### config.mk
export PLATFORM = sky130hd
export DESIGN_NAME = riscv_gpr_wb_arbiter
export DESIGN_NICKNAME = d
export VERILOG_FILES = /design/src/rtl/riscv_gpr_wb_arbiter.sv
export SDC_FILE = /design/constraint.sdc
export NUM_CORES = 1
export LEC_CHECK = 0
export BUFFER_PORTS_ARGS = -buffer_cell sky130_fd_sc_hd__clkbuf_2
export CORE_ASPECT_RATIO = 0.7
export CORE_MARGIN = 5
export CORE_UTILIZATION = 35
export DETAILED_ROUTE_END_ITERATION = 10
export SYNTH_ARGS = -nofsm -noshare
export SYNTH_HDL_FRONTEND = slang
export SYNTH_SLANG_ARGS = --single-unit
### constraint.sdc
create_clock -name clk -period 3.6 [get_ports clk]
set_input_delay 0.72 -clock clk [delete_from_list [all_inputs] [get_ports clk]]
set_output_delay 0.72 -clock clk [all_outputs]
set_load 0.01 [all_outputs]
### src/rtl/riscv_gpr_wb_arbiter.sv
// riscv_gpr_wb_arbiter
// Shares the single GPR write port between the ALU and the load/store unit.
// Each requester feeds a DEPTH-entry queue through a valid/ready handshake;
// every accepted entry is stamped from a global arrival counter, and one
// queue head per cycle is granted (oldest first) into a registered write
// port. A combinational scoreboard reports pending writes for two decode
// read addresses.
//
// Ports:
//   clk, rst_n                  core clock, async active-low reset
//   alu_wb_valid/ready/dest/data  ALU writeback handshake
//   lsu_wb_valid/ready/dest/data  load writeback handshake
//   reg_write_en/dest/data      registered GPR write port
//   busy_addr_a/b, busy_a/b     pending-write queries (rs1/rs2)
//
// Build option:
//   GPR_WB_PRIO_EN  when defined, LSU wins over ALU by fixed priority unless
//                   both heads target the same nonzero register (then the
//                   older head wins so per-register order holds).
module riscv_gpr_wb_arbiter #(
    parameter int unsigned DEPTH = 2,
    parameter int unsigned SEQ_W = 4
) (
    input  logic        clk,
    input  logic        rst_n,
    input  logic        alu_wb_valid,
    output logic        alu_wb_ready,
    input  logic [4:0]  alu_wb_dest,
    input  logic [31:0] alu_wb_data,
    input  logic        lsu_wb_valid,
    output logic        lsu_wb_ready,
    input  logic [4:0]  lsu_wb_dest,
    input  logic [31:0] lsu_wb_data,
    output logic        reg_write_en,
    output logic [4:0]  reg_write_dest,
    output logic [31:0] reg_write_data,
    input  logic [4:0]  busy_addr_a,
    output logic        busy_a,
    input  logic [4:0]  busy_addr_b,
    output logic        busy_b
);

    localparam int unsigned NQ    = 2;  // index 0 = LSU, 1 = ALU
    localparam int unsigned PTR_W = (DEPTH > 1) ? $clog2(DEPTH) : 1;
    localparam int unsigned CNT_W = PTR_W + 1;

    // Queue storage and control
    logic [4:0]       q_dest  [NQ][DEPTH];
    logic [31:0]      q_data  [NQ][DEPTH];
    logic [SEQ_W-1:0] q_stamp [NQ][DEPTH];
    logic [PTR_W-1:0] rd_ptr  [NQ];
    logic [PTR_W-1:0] wr_ptr  [NQ];
    logic [CNT_W-1:0] count   [NQ];
    logic [SEQ_W-1:0] seq;
    logic             rdy_en;

    logic [NQ-1:0]    in_valid;
    logic [NQ-1:0]    ready_v;
    logic [NQ-1:0]    acc_v;
    logic [NQ-1:0]    head_v;
    logic [NQ-1:0]    grant_v;
    logic [4:0]       in_dest  [NQ];
    logic [31:0]      in_data  [NQ];
    logic [SEQ_W-1:0] stamp_in [NQ];
    logic [4:0]       hd_dest  [NQ];
    logic [31:0]      hd_data  [NQ];
    logic [SEQ_W-1:0] hd_stamp [NQ];
    logic             lsu_older;
    logic [4:0]       g_dest;
    logic [31:0]      g_data;
    logic             do_write;

    // x is older than y when y-x (mod 2^SEQ_W) is nonzero with a clear MSB
    function automatic logic is_older(input logic [SEQ_W-1:0] x,
                                      input logic [SEQ_W-1:0] y);
        logic [SEQ_W-1:0] diff;
        diff = y - x;
        return (diff != '0) && !diff[SEQ_W-1];
    endfunction

    assign in_valid   = {alu_wb_valid, lsu_wb_valid};
    assign in_dest[0] = lsu_wb_dest;
    assign in_dest[1] = alu_wb_dest;
    assign in_data[0] = lsu_wb_data;
    assign in_data[1] = alu_wb_data;

    // Same-cycle tie: LSU takes the lower stamp
    assign stamp_in[0] = seq;
    assign stamp_in[1] = seq + SEQ_W'(acc_v[0]);

    for (genvar q = 0; q < NQ; q++) begin : g_q
        // Ready is a function of registered state only; rdy_en holds it low
        // through reset and for the edge-free window right after release
        assign ready_v[q]  = rdy_en && (count[q] < CNT_W'(DEPTH));
        assign acc_v[q]    = in_valid[q] && ready_v[q];
        assign head_v[q]   = (count[q] != '0);
        assign hd_dest[q]  = q_dest[q][rd_ptr[q]];
        assign hd_data[q]  = q_data[q][rd_ptr[q]];
        assign hd_stamp[q] = q_stamp[q][rd_ptr[q]];
    end

    assign lsu_wb_ready = ready_v[0];
    assign alu_wb_ready = ready_v[1];
    assign lsu_older    = is_older(hd_stamp[0], hd_stamp[1]);

    // Head arbitration
    always_comb begin
        logic pick_lsu;
        pick_lsu = 1'b0;
        grant_v  = head_v;
        if (head_v[0] && head_v[1]) begin
`ifdef GPR_WB_PRIO_EN
            if ((hd_dest[0] == hd_dest[1]) && (hd_dest[0] != '0)) begin
                pick_lsu = lsu_older;
            end else begin
                pick_lsu = 1'b1;
            end
`else
            pick_lsu = lsu_older;
`endif
            grant_v = {!pick_lsu, pick_lsu};
        end
    end

    assign g_dest   = grant_v[0] ? hd_dest[0] : hd_dest[1];
    assign g_data   = grant_v[0] ? hd_data[0] : hd_data[1];
    assign do_write = (|grant_v) && (g_dest != '0);

    // Queue payload storage (validity tracked by pointers/count)
    always_ff @(posedge clk) begin
        for (int unsigned q = 0; q < NQ; q++) begin
            if (acc_v[q]) begin
                q_dest[q][wr_ptr[q]]  <= in_dest[q];
                q_data[q][wr_ptr[q]]  <= in_data[q];
                q_stamp[q][wr_ptr[q]] <= stamp_in[q];
            end
        end
    end

    // Queue pointers, counts and the arrival counter
    always_ff @(posedge clk or negedge rst_n) begin
        if (!rst_n) begin
            rdy_en <= 1'b0;
            seq    <= '0;
            for (int unsigned q = 0; q < NQ; q++) begin
                rd_ptr[q] <= '0;
                wr_ptr[q] <= '0;
                count[q]  <= '0;
            end
        end else begin
            rdy_en <= 1'b1;
            seq    <= seq + SEQ_W'(acc_v[0]) + SEQ_W'(acc_v[1]);
            for (int unsigned q = 0; q < NQ; q++) begin
                if (acc_v[q])   wr_ptr[q] <= wr_ptr[q] + PTR_W'(1);
                if (grant_v[q]) rd_ptr[q] <= rd_ptr[q] + PTR_W'(1);
                count[q] <= count[q] + CNT_W'(acc_v[q]) - CNT_W'(grant_v[q]);
            end
        end
    end

    // Registered write port; dest/data hold when no write is issued
    always_ff @(posedge clk or negedge rst_n) begin
        if (!rst_n) begin
            reg_write_en   <= 1'b0;
            reg_write_dest <= '0;
            reg_write_data <= '0;
        end else begin
            reg_write_en <= do_write;
            if (do_write) begin
                reg_write_dest <= g_dest;
                reg_write_data <= g_data;
            end
        end
    end

    // Pending-write scoreboard over live queue entries and the output stage
    always_comb begin
        logic [PTR_W-1:0] off;
        logic             hit_a;
        logic             hit_b;
        off   = '0;
        hit_a = 1'b0;
        hit_b = 1'b0;
        for (int unsigned q = 0; q < NQ; q++) begin
            for (int unsigned i = 0; i < DEPTH; i++) begin
                off = PTR_W'(i) - rd_ptr[q];
                if (CNT_W'(off) < count[q]) begin
                    if (q_dest[q][i] == busy_addr_a) hit_a = 1'b1;
                    if (q_dest[q][i] == busy_addr_b) hit_b = 1'b1;
                end
            end
        end
        if (reg_write_en && (reg_write_dest == busy_addr_a)) hit_a = 1'b1;
        if (reg_write_en && (reg_write_dest == busy_addr_b)) hit_b = 1'b1;
        busy_a = hit_a && (busy_addr_a != '0);
        busy_b = hit_b && (busy_addr_b != '0);
    end

endmodule

Word-level counts from Yosys, hierarchy flattened
Memory sizes are Yosys's and may differ from the RTL's.
Cells that the tools add are included.
{"block": "totals", "ff_bits": 51, "mem_bits_rw": 164, "in_bits": 88, "output_inout_bits": 42, "wordCells": 136, "mem_count": 3}
{"memory": "q_data", "words": 2, "word_bits": 64, "read_ports": 2, "rd_ports_with_merged_regs": 0, "wr": 2, "line": "49", "source": "logic [31:0] q_data [NQ][DEPTH];"}
{"memory": "q_dest", "words": 2, "word_bits": 10, "read_ports": 2, "rd_ports_with_merged_regs": 0, "wr": 2, "line": "48", "source": "logic [4:0] q_dest [NQ][DEPTH];"}
{"memory": "q_stamp", "words": 2, "word_bits": 8, "read_ports": 2, "rd_ports_with_merged_regs": 0, "wr": 2, "line": "50", "source": "logic [SEQ_W-1:0] q_stamp [NQ][DEPTH];"}
{"block": "classes", "add_sub_neg": 15, "order_cmp": 12, "eq_ne": 10, "muxes": 59, "n_bitwise": 4, "n_reduce_logical": 22}
{"operator": "$mux 32", "n": 9}
{"operator": "$mux 64", "n": 2}
{"operator": "$demux 32 s1", "n": 2}
{"operator": "$eq 5x5->1", "n": 10}
{"operator": "$mux 5", "n": 9}
{"operator": "$mux 4", "n": 8}
{"operator": "$mux 1", "n": 20}
{"operator": "$mux 10", "n": 2}
{"operator": "$mux 8", "n": 2}
{"operator": "$reduce_bool 5->1", "n": 3}
{"operator": "$logic_and 1x1->1", "n": 13}
{"operator": "$demux 5 s1", "n": 2}
{"operator": "$add 4x1->4", "n": 2}
{"operator": "$demux 4 s1", "n": 2}
{"operator": "$ge 2x2->1 const B", "n": 4}
{"operator": "$lt 1x2->1", "n": 4}
{"operator": "$not 1->2", "n": 4}
{"operator": "$add 1x1->1 const B", "n": 4}
{"operator": "$add 2x1->2", "n": 2}
{"operator": "$lt 2x1->1 const B", "n": 2}
{"operator": "$lt 2x2->1 const B", "n": 2}
{"operator": "$reduce_bool 2->1", "n": 2}
{"operator": "$reduce_bool 4->1", "n": 1}
{"operator": "$sub 1x1->1 const A", "n": 4}
{"operator": "other kinds (5)", "n": 7}

Longest topological paths before layout
Gate-level depths: netlist of run 1.
{"block": "depth", "ltp_word": 12, "ltp_mapped": 18, "depth_no_buf": 13}

Least setup slack after synthesis of run 1
No wires, ideal clock.
{"block": "synth_timing", "kind": "flip-flop to flip-flop", "startpoint": "reg rd_ptr[0] (netlist name)", "endpoint": "reg count[3] (netlist name)", "t_arrival_ps": 3520, "setup_slack_ps": -45, "stages_incl_launch_ff": 17, "cell_sequence": "dfrtp_1 -> buf_6 -> buf_2 -> buf_1 -> mux2_2 -> fa_1 -> xnor2_1 -> a31oi_1 -> o211ai_2 -> buf_4 -> buf_6 -> inv_2 -> ha_1 -> inv_1 -> ha_1 -> xnor2_1 -> xnor2_1"}
{"block": "synth_between", "elab_chain_cells": 9, "elab_cells_between_ends": 10, "classes_between": "2 x add/sub; 4 x mux; 1 x bitwise; 3 x reduce/logical"}
{"item": "start, declared", "line": "51", "source": "logic [PTR_W-1:0] rd_ptr [NQ];"}
{"item": "start signal, assigned by index", "line": "155", "source": "if (grant_v[q]) rd_ptr[q] <= rd_ptr[q] + PTR_W'(1);"}
{"item": "$not 1->2 (not written as such) (*)", "line": "99", "source": "assign hd_stamp[q] = q_stamp[q][rd_ptr[q]];"}
{"item": "$mux 4 (not written as such) (*) (3 in series)", "line": "99"}
{"item": "$sub 4x4->4 (*)", "line": "77", "source": "diff = y - x;"}
{"item": "$reduce_bool 4->1 / $logic_not 1->1 (equally long branches)", "line": "78", "source": "return (diff != '0) && !diff[SEQ_W-1];"}
{"item": "$logic_and 1x1->1 (*)", "line": "78"}
{"item": "$mux 2 (*)", "line": "111", "source": "if (head_v[0] && head_v[1]) begin"}
{"item": "$sub 2x1->2 (*)", "line": "156", "source": "count[q] <= count[q] + CNT_W'(acc_v[q]) - CNT_W'(grant_v[q]);"}
{"item": "end signal, assigned by index", "line": "156"}
{"item": "end, declared", "line": "53", "source": "logic [CNT_W-1:0] count [NQ];"}
Mark *: on every way between the ends. The rest lies on a longest branch, timed or not. The select of a mux whose other input is x is not followed.
A chain may end at the register's enable or synchronous reset.

Worst setup path in the final report of run 1
{"block": "layout_timing", "startpoint": "reg rd_ptr[0] (netlist name)", "endpoint": "out busy_a"}
{"block": "layout_between", "elab_chain_cells": 7, "elab_cells_between_ends": 9, "classes_between": "2 x add/sub; 2 x order compare; 4 x mux; 1 x reduce/logical"}
{"item": "$sub 1x1->1", "line": "186", "source": "off = PTR_W'(i) - rd_ptr[q];"}
{"item": "$lt 1x2->1", "line": "187", "source": "if (CNT_W'(off) < count[q]) begin"}
{"item": "$mux 1", "line": "187"}
{"item": "$mux 1", "line": "188", "source": "if (q_dest[q][i] == busy_addr_a) hit_a = 1'b1;"}
{"item": "$mux 1 (*)", "line": "187"}
{"item": "$mux 1 (*)", "line": "193", "source": "if (reg_write_en && (reg_write_dest == busy_addr_a)) hit_a = 1'b1;"}
{"item": "$logic_and 1x1->1 (*)", "line": "195", "source": "busy_a = hit_a && (busy_addr_a != '0);"}
{"item": "end, declared", "line": "38", "source": "output logic busy_a,"}
Mark *: on every way between the ends. The rest lies on a longest branch, timed or not.

==> qor.log, run 1 <==
qor: cts.worst_setup_hold_path_clk_slew 60 ps
qor: global_routing.first_global_vias 5,502
qor: timing.finalSetupTns 0 ps
qor: cts.cts_resized 0
qor: final_layout.layout.cells.most_common sky130_fd_sc_hd__edfxtp_1
qor: cts.cts_hold_buf 0
qor: logic_synthesis.synth_area_per_cell 15.6 um2
qor: power.power.static_leakage 4.40 nW
qor: final_layout.layout-area-overhead-vs-synth 19.6%
qor: floorplan.die_area 29,700 um2
qor: final_layout.finish.utilization 42.6%
qor: drt.route.final.wire_length 22,000 um
qor: logic_synthesis.synthTopCellsByArea sky130_fd_sc_hd__edfxtp_1 54%, sky130_fd_sc_hd__dfrtp_1 14%, sky130_fd_sc_hd__mux2i_1 8.9%
qor: cts.cts-root-buf sky130_fd_sc_hd__clkbuf_16
qor: setup_path.cp-endpoint busy_a
qor: timing.layout_worst_path_cycle_share 86.9%
qor: setup_path.reg2reg_to count[1]
qor: timing.relative_slew_margins 28.6%
qor: min_path.hold_path.class in2async
qor: setup_path.worst_path_largest_cell_delay 570 ps
qor: drt.first_iter_violations 299
qor: logic_synthesis.synth_top_area_cell sky130_fd_sc_hd__edfxtp_1
qor: setup_path.critPathLaunch rd_ptr[0]
qor: floorplan.num_io_pins 130
qor: setup_path.criticalPathCategory reg2out
qor: setup_path.reg2reg_slack 690 ps
qor: final_layout.most-common-layout-cells 164 x sky130_fd_sc_hd__edfxtp_1, 129 x sky130_fd_sc_hd__clkbuf_2, 82 x sky130_fd_sc_hd__mux2i_1
qor: cts.numCtsBuffers 22
qor: timing.timing.final.max_slew_violations 0
qor: floorplan.die-width 204 um
qor: setup_path.worst-endpoint-required 2880 ps
qor: logic_synthesis.ys_warn_count 0
qor: floorplan.start_util 35.7%
qor: setup_path.critical_path.n_buffers_inverters 1
qor: drt.wl_per_cell 20.0 um
qor: placed_design.detailed_place_hpwl 14,800 um
qor: cts.ctsLongestPathBuffers 3
qor: drt.via_count 5,334
qor: logic_synthesis.post_synth_instance_area 9210 um2
qor: floorplan.fp_rows 49
qor: logic_synthesis.yosysTopAreaCellShare 53.5%
qor: timing.hold_ws 382 ps
qor: logic_synthesis.synth_cells 591
qor: global_routing.grt_pass1_wl 33,400 um
qor: setup_path.worstPathArrival 2410 ps
qor: final_layout.drive_above_1_share 30.5%
qor: timing.hold_violations 0
qor: setup_path.cp_max_fo 14
qor: run_status.outcome complete, no violations
qor: timing.rsz0062_at_grt false
qor: timing.worst_slew_pin_slew 1070 ps
qor: cts.post_cts_buffers 0
qor: setup_path.crit_slowest_cell sky130_fd_sc_hd__dfrtp_2
qor: drt.drtAntennaViolNets 0
qor: power.irDropWorstVdd 0.700 mV
qor: timing.clock.fmax 320 MHz
qor: logic_synthesis.synthDistinctLibCells 40
qor: run.timing.max_cap.violations 0
qor: setup_path.crit_path_end_kind output port
qor: timing.report.final.setup_viol 0
qor: drt.avgViaCountPerCell 4.85
qor: setup_path.instance_count_on_the_critical_path 7
qor: setup_path.worst-r2r-cell-count 12
qor: timing.layout_min_cycle_time 3130 ps
qor: cts.clock_insertion_delay_worst_skew 510 ps
qor: final_layout.nNetsFinal 825
qor: setup_path.startpoint_type flip-flop
qor: setup_path.critical-path-top-delay-family simple AND/OR/NAND/NOR gates
qor: global_routing.maximum_number_of_pins_on_one_net_before_global_route_repair 37
qor: timing.clock_skew 15.8 ps
qor: cts.cts.sink_count 215
qor: cts.htree_levels 1
qor: placed_design.final_gp_congestion 0.874
qor: drt.drt_pre_antenna_iters 4
qor: setup_path.timing.critical_path.cells a21oi_1 > or4_1 > nor3_1 > a31oi_1 > nand4_1 > o21a_1 > clkbuf_2
qor: floorplan.fp.dieH 146 um
qor: placed_design.numPortBuffers 129
qor: logic_synthesis.sequential_element_share_of_the_synthesized_area 67.4%
qor: drt.drc 0
qor: global_routing.antenna_found_initial 0
qor: cts.tritoncts yes
qor: setup_path.critical_path.reg2reg.startpoint rd_ptr[0]
qor: global_routing.groute.usage.overall 14.5%
qor: logic_synthesis.postSynthNetCount 691
qor: power.powerDensity 874 nW/um2
qor: global_routing.global_route_congestion_overflow_total 0
qor: logic_synthesis.synth-seq-cells 215
qor: floorplan.core_region_area 25,800 um2
==> layout make-up <==
| class | count | area [um2] |
|---|---|---|
| fillers | 2369 | 14800 |
| clock inverters | 9 | 103 |
| multi-input cells | 330 | 2820 |
| clock buffers | 31 | 594 |
| well taps | 357 | 447 |
| diodes | 1 | 2.50 |
| repair buffers | 147 | 806 |
| flip-flops and latches | 215 | 6200 |
| inverters | 9 | 33.8 |
==> synth_stat cells (all sizes together) <==
cell and number:
a21o 1, or4 4, and3 3, inv 9, nand2 5, o21ai 3, a31oi 3, xnor2 26
mux2 3, nor4 8, clkbuf 19, nor2b 3, o21a 2, nand3 9, nand4 4, xor2 39
buf 18, nor3 3, a22o 37, mux2i 84, ha 11, fa 1, nor2 7, conb 1
edfxtp 164, o211ai 33, nand3b 1, a21oi 6, dfrtp 51, or2 33
==> worst min path at each step <==
stage | from | endpoint | slack (ps) | cells after the start
3_3_place_gp | seq[0] | q_stamp[0][0] | 480 | 0
4_1_cts | alu_wb_data[25] | q_data[0][89] | 380 | 1
5_1_grt | alu_wb_data[16] | q_data[0][80] | 380 | 1
2_1_floorplan | rst_n | count[0] | 420 | 0
3_5_place_dp | seq[0] | q_stamp[0][4] | 490 | 0
6_report | rst_n | reg_write_data[22] | 380 | 1
==> sequential cells by signal (all words and copies together), names as in the netlist <==
| signal | count |
|---|---|
| rd_ptr | 2 |
| reg_write_en | 1 |
| reg_write_data | 32 |
| q_dest | 20 |
| count | 4 |
| rdy_en | 1 |
| wr_ptr | 2 |
| seq | 4 |
| q_data | 128 |
| q_stamp | 16 |
| reg_write_dest | 5 |
==> where the power goes <==
part,internal [W],switching (W)
combinational,0.00174,0.00203
sequential,0.00327,0.000371
clock,0.00130,0.000911
total,0.00630,0.00332
==> logic make-up after synthesis <==
kind of cell	after synthesis	synth area share, %
flops	215	67.4
simple gates	80	5.02
fa+ha+maj	12	1.71
buf+inv	46	2.46
compound gates	85	7.37
other cells	1	0.0407
mux	87	9.77
xor+xnor	65	6.27
==> through the flow <==
| stage | area (um2) | worst slack [ps] | std cells | power (W) |
|---|---|---|---|---|
| after floorplan | 9210 | 94.5 | 591 | 0.00639 |
| after global placement | 10300 | 750 | 1058 | 0.00746 |
| after detailed placement | 10300 | 693 | 1058 | 0.00753 |
| after CTS | 11000 | 488 | 1098 | 0.00976 |
| after global routing | 11000 | 353 | 1098 | 0.0102 |
| final | 11000 | 471 | 1099 | 0.00962 |
==> per-layer routing <==
metal | wire, um | vias up | track usage (%)
met4 | 280 | 0 | 2.33
met2 | 9660 | 143 | 22.5
met3 | 1410 | 25 | 3.36
li1 | - | 2507 | -
met5 | 0 | - | 0
met1 | 10600 | 2659 | 21.3
Power figures use the tool's default switching activity.
==> run 2: changes to the inputs <==
--- a/config.mk
+++ b/config.mk
@@ -9,6 +9,7 @@
 export CORE_ASPECT_RATIO = 0.7
 export CORE_MARGIN = 5
 export CORE_UTILIZATION = 35
+export CTS_BUF_LIST = sky130_fd_sc_hd__clkbuf_4 sky130_fd_sc_hd__clkbuf_8 sky130_fd_sc_hd__clkbuf_16
 export DETAILED_ROUTE_END_ITERATION = 10
 export SYNTH_ARGS = -nofsm -noshare
 export SYNTH_HDL_FRONTEND = slang
==> run 2 against run 1 <==
  * Clock skew decreased by 1.2 ps
  * Largest cell class unchanged
  * Worst setup slack improved by 5.9 ps
  * Cell count unchanged
  * Largest power group unchanged
  * First-iteration DRC count decreased by 2.0%
  * Critical path depth unchanged
  * Combinational power about the same
  * Non-clock buffer count unchanged
  * Utilization increased by 0.12 points
  * Total power increased by 0.54%
  * Global-route usage about the same
  * Design area increased by 0.27%
  * Register-to-register slack about the same
  * Highest routed layer unchanged
==> qor.log, run 2 (synthesis gave the netlist of run 1 again) <==
qor: final_layout.layout.cells.most_common sky130_fd_sc_hd__edfxtp_1
qor: cts.worst_setup_hold_path_clk_slew 60 ps
qor: floorplan.die_area 29,700 um2
qor: global_routing.groute.usage.overall 14.5%
qor: placed_design.detailed_place_hpwl 14,800 um
qor: setup_path.crit_path_end_kind output port
qor: cts.ctsLongestPathBuffers 3
qor: global_routing.maximum_number_of_pins_on_one_net_before_global_route_repair 37
qor: timing.layout_worst_path_cycle_share 86.7%
qor: placed_design.final_gp_congestion 0.874
qor: drt.drc 0
qor: drt.wl_per_cell 20.0 um
qor: cts.post_cts_buffers 0
qor: run_status.outcome complete, no violations
qor: run.timing.max_cap.violations 0
qor: drt.avgViaCountPerCell 4.83
qor: floorplan.core_region_area 25,800 um2
qor: placed_design.numPortBuffers 129
qor: min_path.hold_path.class in2async
qor: power.power.static_leakage 4.43 nW
qor: floorplan.fp.dieH 146 um
qor: final_layout.largest_register_ff_count 128
qor: timing.finalSetupTns 0 ps
qor: drt.first_iter_violations 293
qor: floorplan.fp_rows 49
qor: power.switchingPower 0.00331 W
qor: timing.rsz0062_at_grt false
qor: final_layout.final-seq-area 6200 um2
qor: final_layout.multiInputGateArea 2820 um2
qor: timing.relative_slew_margins 28.3%
qor: cts.htree_levels 1
qor: cts.cts_hold_buf 0
qor: power.powerDensity 876 nW/um2
qor: global_routing.global_route_congestion_overflow_total 0
qor: cts.tritoncts yes
qor: timing.report.final.setup_viol 0
qor: power.power.share.switching 34.2%
qor: setup_path.startpoint_type flip-flop
qor: cts.cts-root-buf sky130_fd_sc_hd__clkbuf_16
qor: final_layout.filler_cell_count 2,367
qor: setup_path.worstPathArrival 2400 ps
qor: power.power_frac_seq 37.6%
qor: global_routing.first_global_vias 5,500
qor: drt.drt_pre_antenna_iters 4
qor: cts.cts_resized 0
qor: floorplan.num_io_pins 130
qor: timing.clock_skew 14.7 ps
qor: power.irDropWorstVdd 0.696 mV
qor: final_layout.nNetsFinal 825
qor: power.p_int 0.00636 W
qor: setup_path.worst-endpoint-required 2880 ps
qor: timing.clock.fmax 320 MHz
qor: setup_path.criticalPathCategory reg2out
qor: drt.via_count 5,308
qor: drt.route.final.wire_length 21,900 um
qor: final_layout.drive_above_1_share 31.6%
qor: final_layout.layout-area-overhead-vs-synth 19.9%
qor: timing.hold_violations 0
qor: drt.drtAntennaViolNets 0
qor: power.pwr-share-clk 23.5%
qor: timing.final_critical_path_setup_slack 477 ps
qor: cts.clock_insertion_delay_worst_skew 510 ps
qor: setup_path.cp_max_fo 14
qor: final_layout.most-common-layout-cells 164 x sky130_fd_sc_hd__edfxtp_1, 129 x sky130_fd_sc_hd__clkbuf_2, 82 x sky130_fd_sc_hd__mux2i_1
qor: floorplan.start_util 35.7%
qor: floorplan.die-width 204 um
qor: global_routing.grt_pass1_wl 33,400 um
qor: placed_design.post-place-ws 693 ps
qor: cts.cts.sink_count 215
qor: power.part_of_the_total_power_dissipated_in_combinational_logic 38.9%
qor: cts.numCtsBuffers 22
qor: timing.worst_slew_pin_slew 1080 ps
qor: timing.timing.final.max_slew_violations 0
qor: timing.layout_min_cycle_time 3120 ps
qor: global_routing.antenna_found_initial 0
## run 2: cell counts in the layout (fill, tap and decap cells not counted)
Identical to the previous run, type by type.
## run 2: worst paths after layout
| path | cells after the start | start | slack (ps) | to |
|---|---|---|---|---|
| max in group asynchronous | 2 | rst_n | 2420 | reg_write_data[13] |
| min in group clk | 1 | alu_wb_data[25] | 400 | q_data[0][89] |
| hold / removal | 1 | rst_n | 380 | reg_write_data[22] |
| hold reg to reg | 0 | seq[0] | 500 | q_stamp[0][4] |
| setup reg to reg | 12 | rd_ptr[0] | 690 | count[1] |
| setup / recovery | 7 | rd_ptr[0] | 480 | busy_a |
## run 2: area by class of cell
type                    instances  area share (%)
diodes                          1          0.0227
clock buffers                  31            5.66
clock inverters                 9           0.930
inverters                       9           0.306
multi-input cells             330            25.5
flip-flops and latches        215            56.2
well taps                     357            4.05
repair buffers                147            7.30
## run 2: stage by stage
stage | instances | utilization (%) | hold slack [ps] | instance area [um2] | total power [W]
after floorplan | 591 | - | 424 | 9210 | 0.00639
after global placement | 1058 | 39.9 | 476 | 10300 | 0.00746
after detailed placement | 1058 | 39.9 | 490 | 10300 | 0.00753
after CTS | 1098 | 42.7 | 377 | 11000 | 0.00982
after global routing | 1098 | 42.7 | 379 | 11000 | 0.0103
final | 1099 | 42.8 | 382 | 11000 | 0.00967
## run 2: critical path, cell delays in order (launching register included)
cell and delay, ps:
sky130_fd_sc_hd__dfrtp_2 570, sky130_fd_sc_hd__a21oi_1 210, sky130_fd_sc_hd__or4_1 540, sky130_fd_sc_hd__nor3_1 140
sky130_fd_sc_hd__a31oi_1 70, sky130_fd_sc_hd__nand4_1 120, sky130_fd_sc_hd__o21a_1 120, sky130_fd_sc_hd__clkbuf_2 130
## run 2: routing by layer
metal,part of all wire (%),vias to the layer above,global-route usage [%]
li1,-,2506,-
met1,48,2626,21.3
met2,44,151,22.5
met3,6.9,25,3.36
met4,1.3,0,2.33
met5,0,-,0
## run 2: power by group through the flow
stage / combinational [W] / clock [W] / sequential [W]
2_1_floorplan: 0.00274 / 0 / 0.00365
3_3_place_gp: 0.00377 / 0 / 0.00369
3_5_place_dp: 0.00385 / 0 / 0.00368
4_1_cts: 0.00386 / 0.00232 / 0.00364
5_1_grt: 0.00414 / 0.00244 / 0.00369
6_report: 0.00377 / 0.00227 / 0.00364
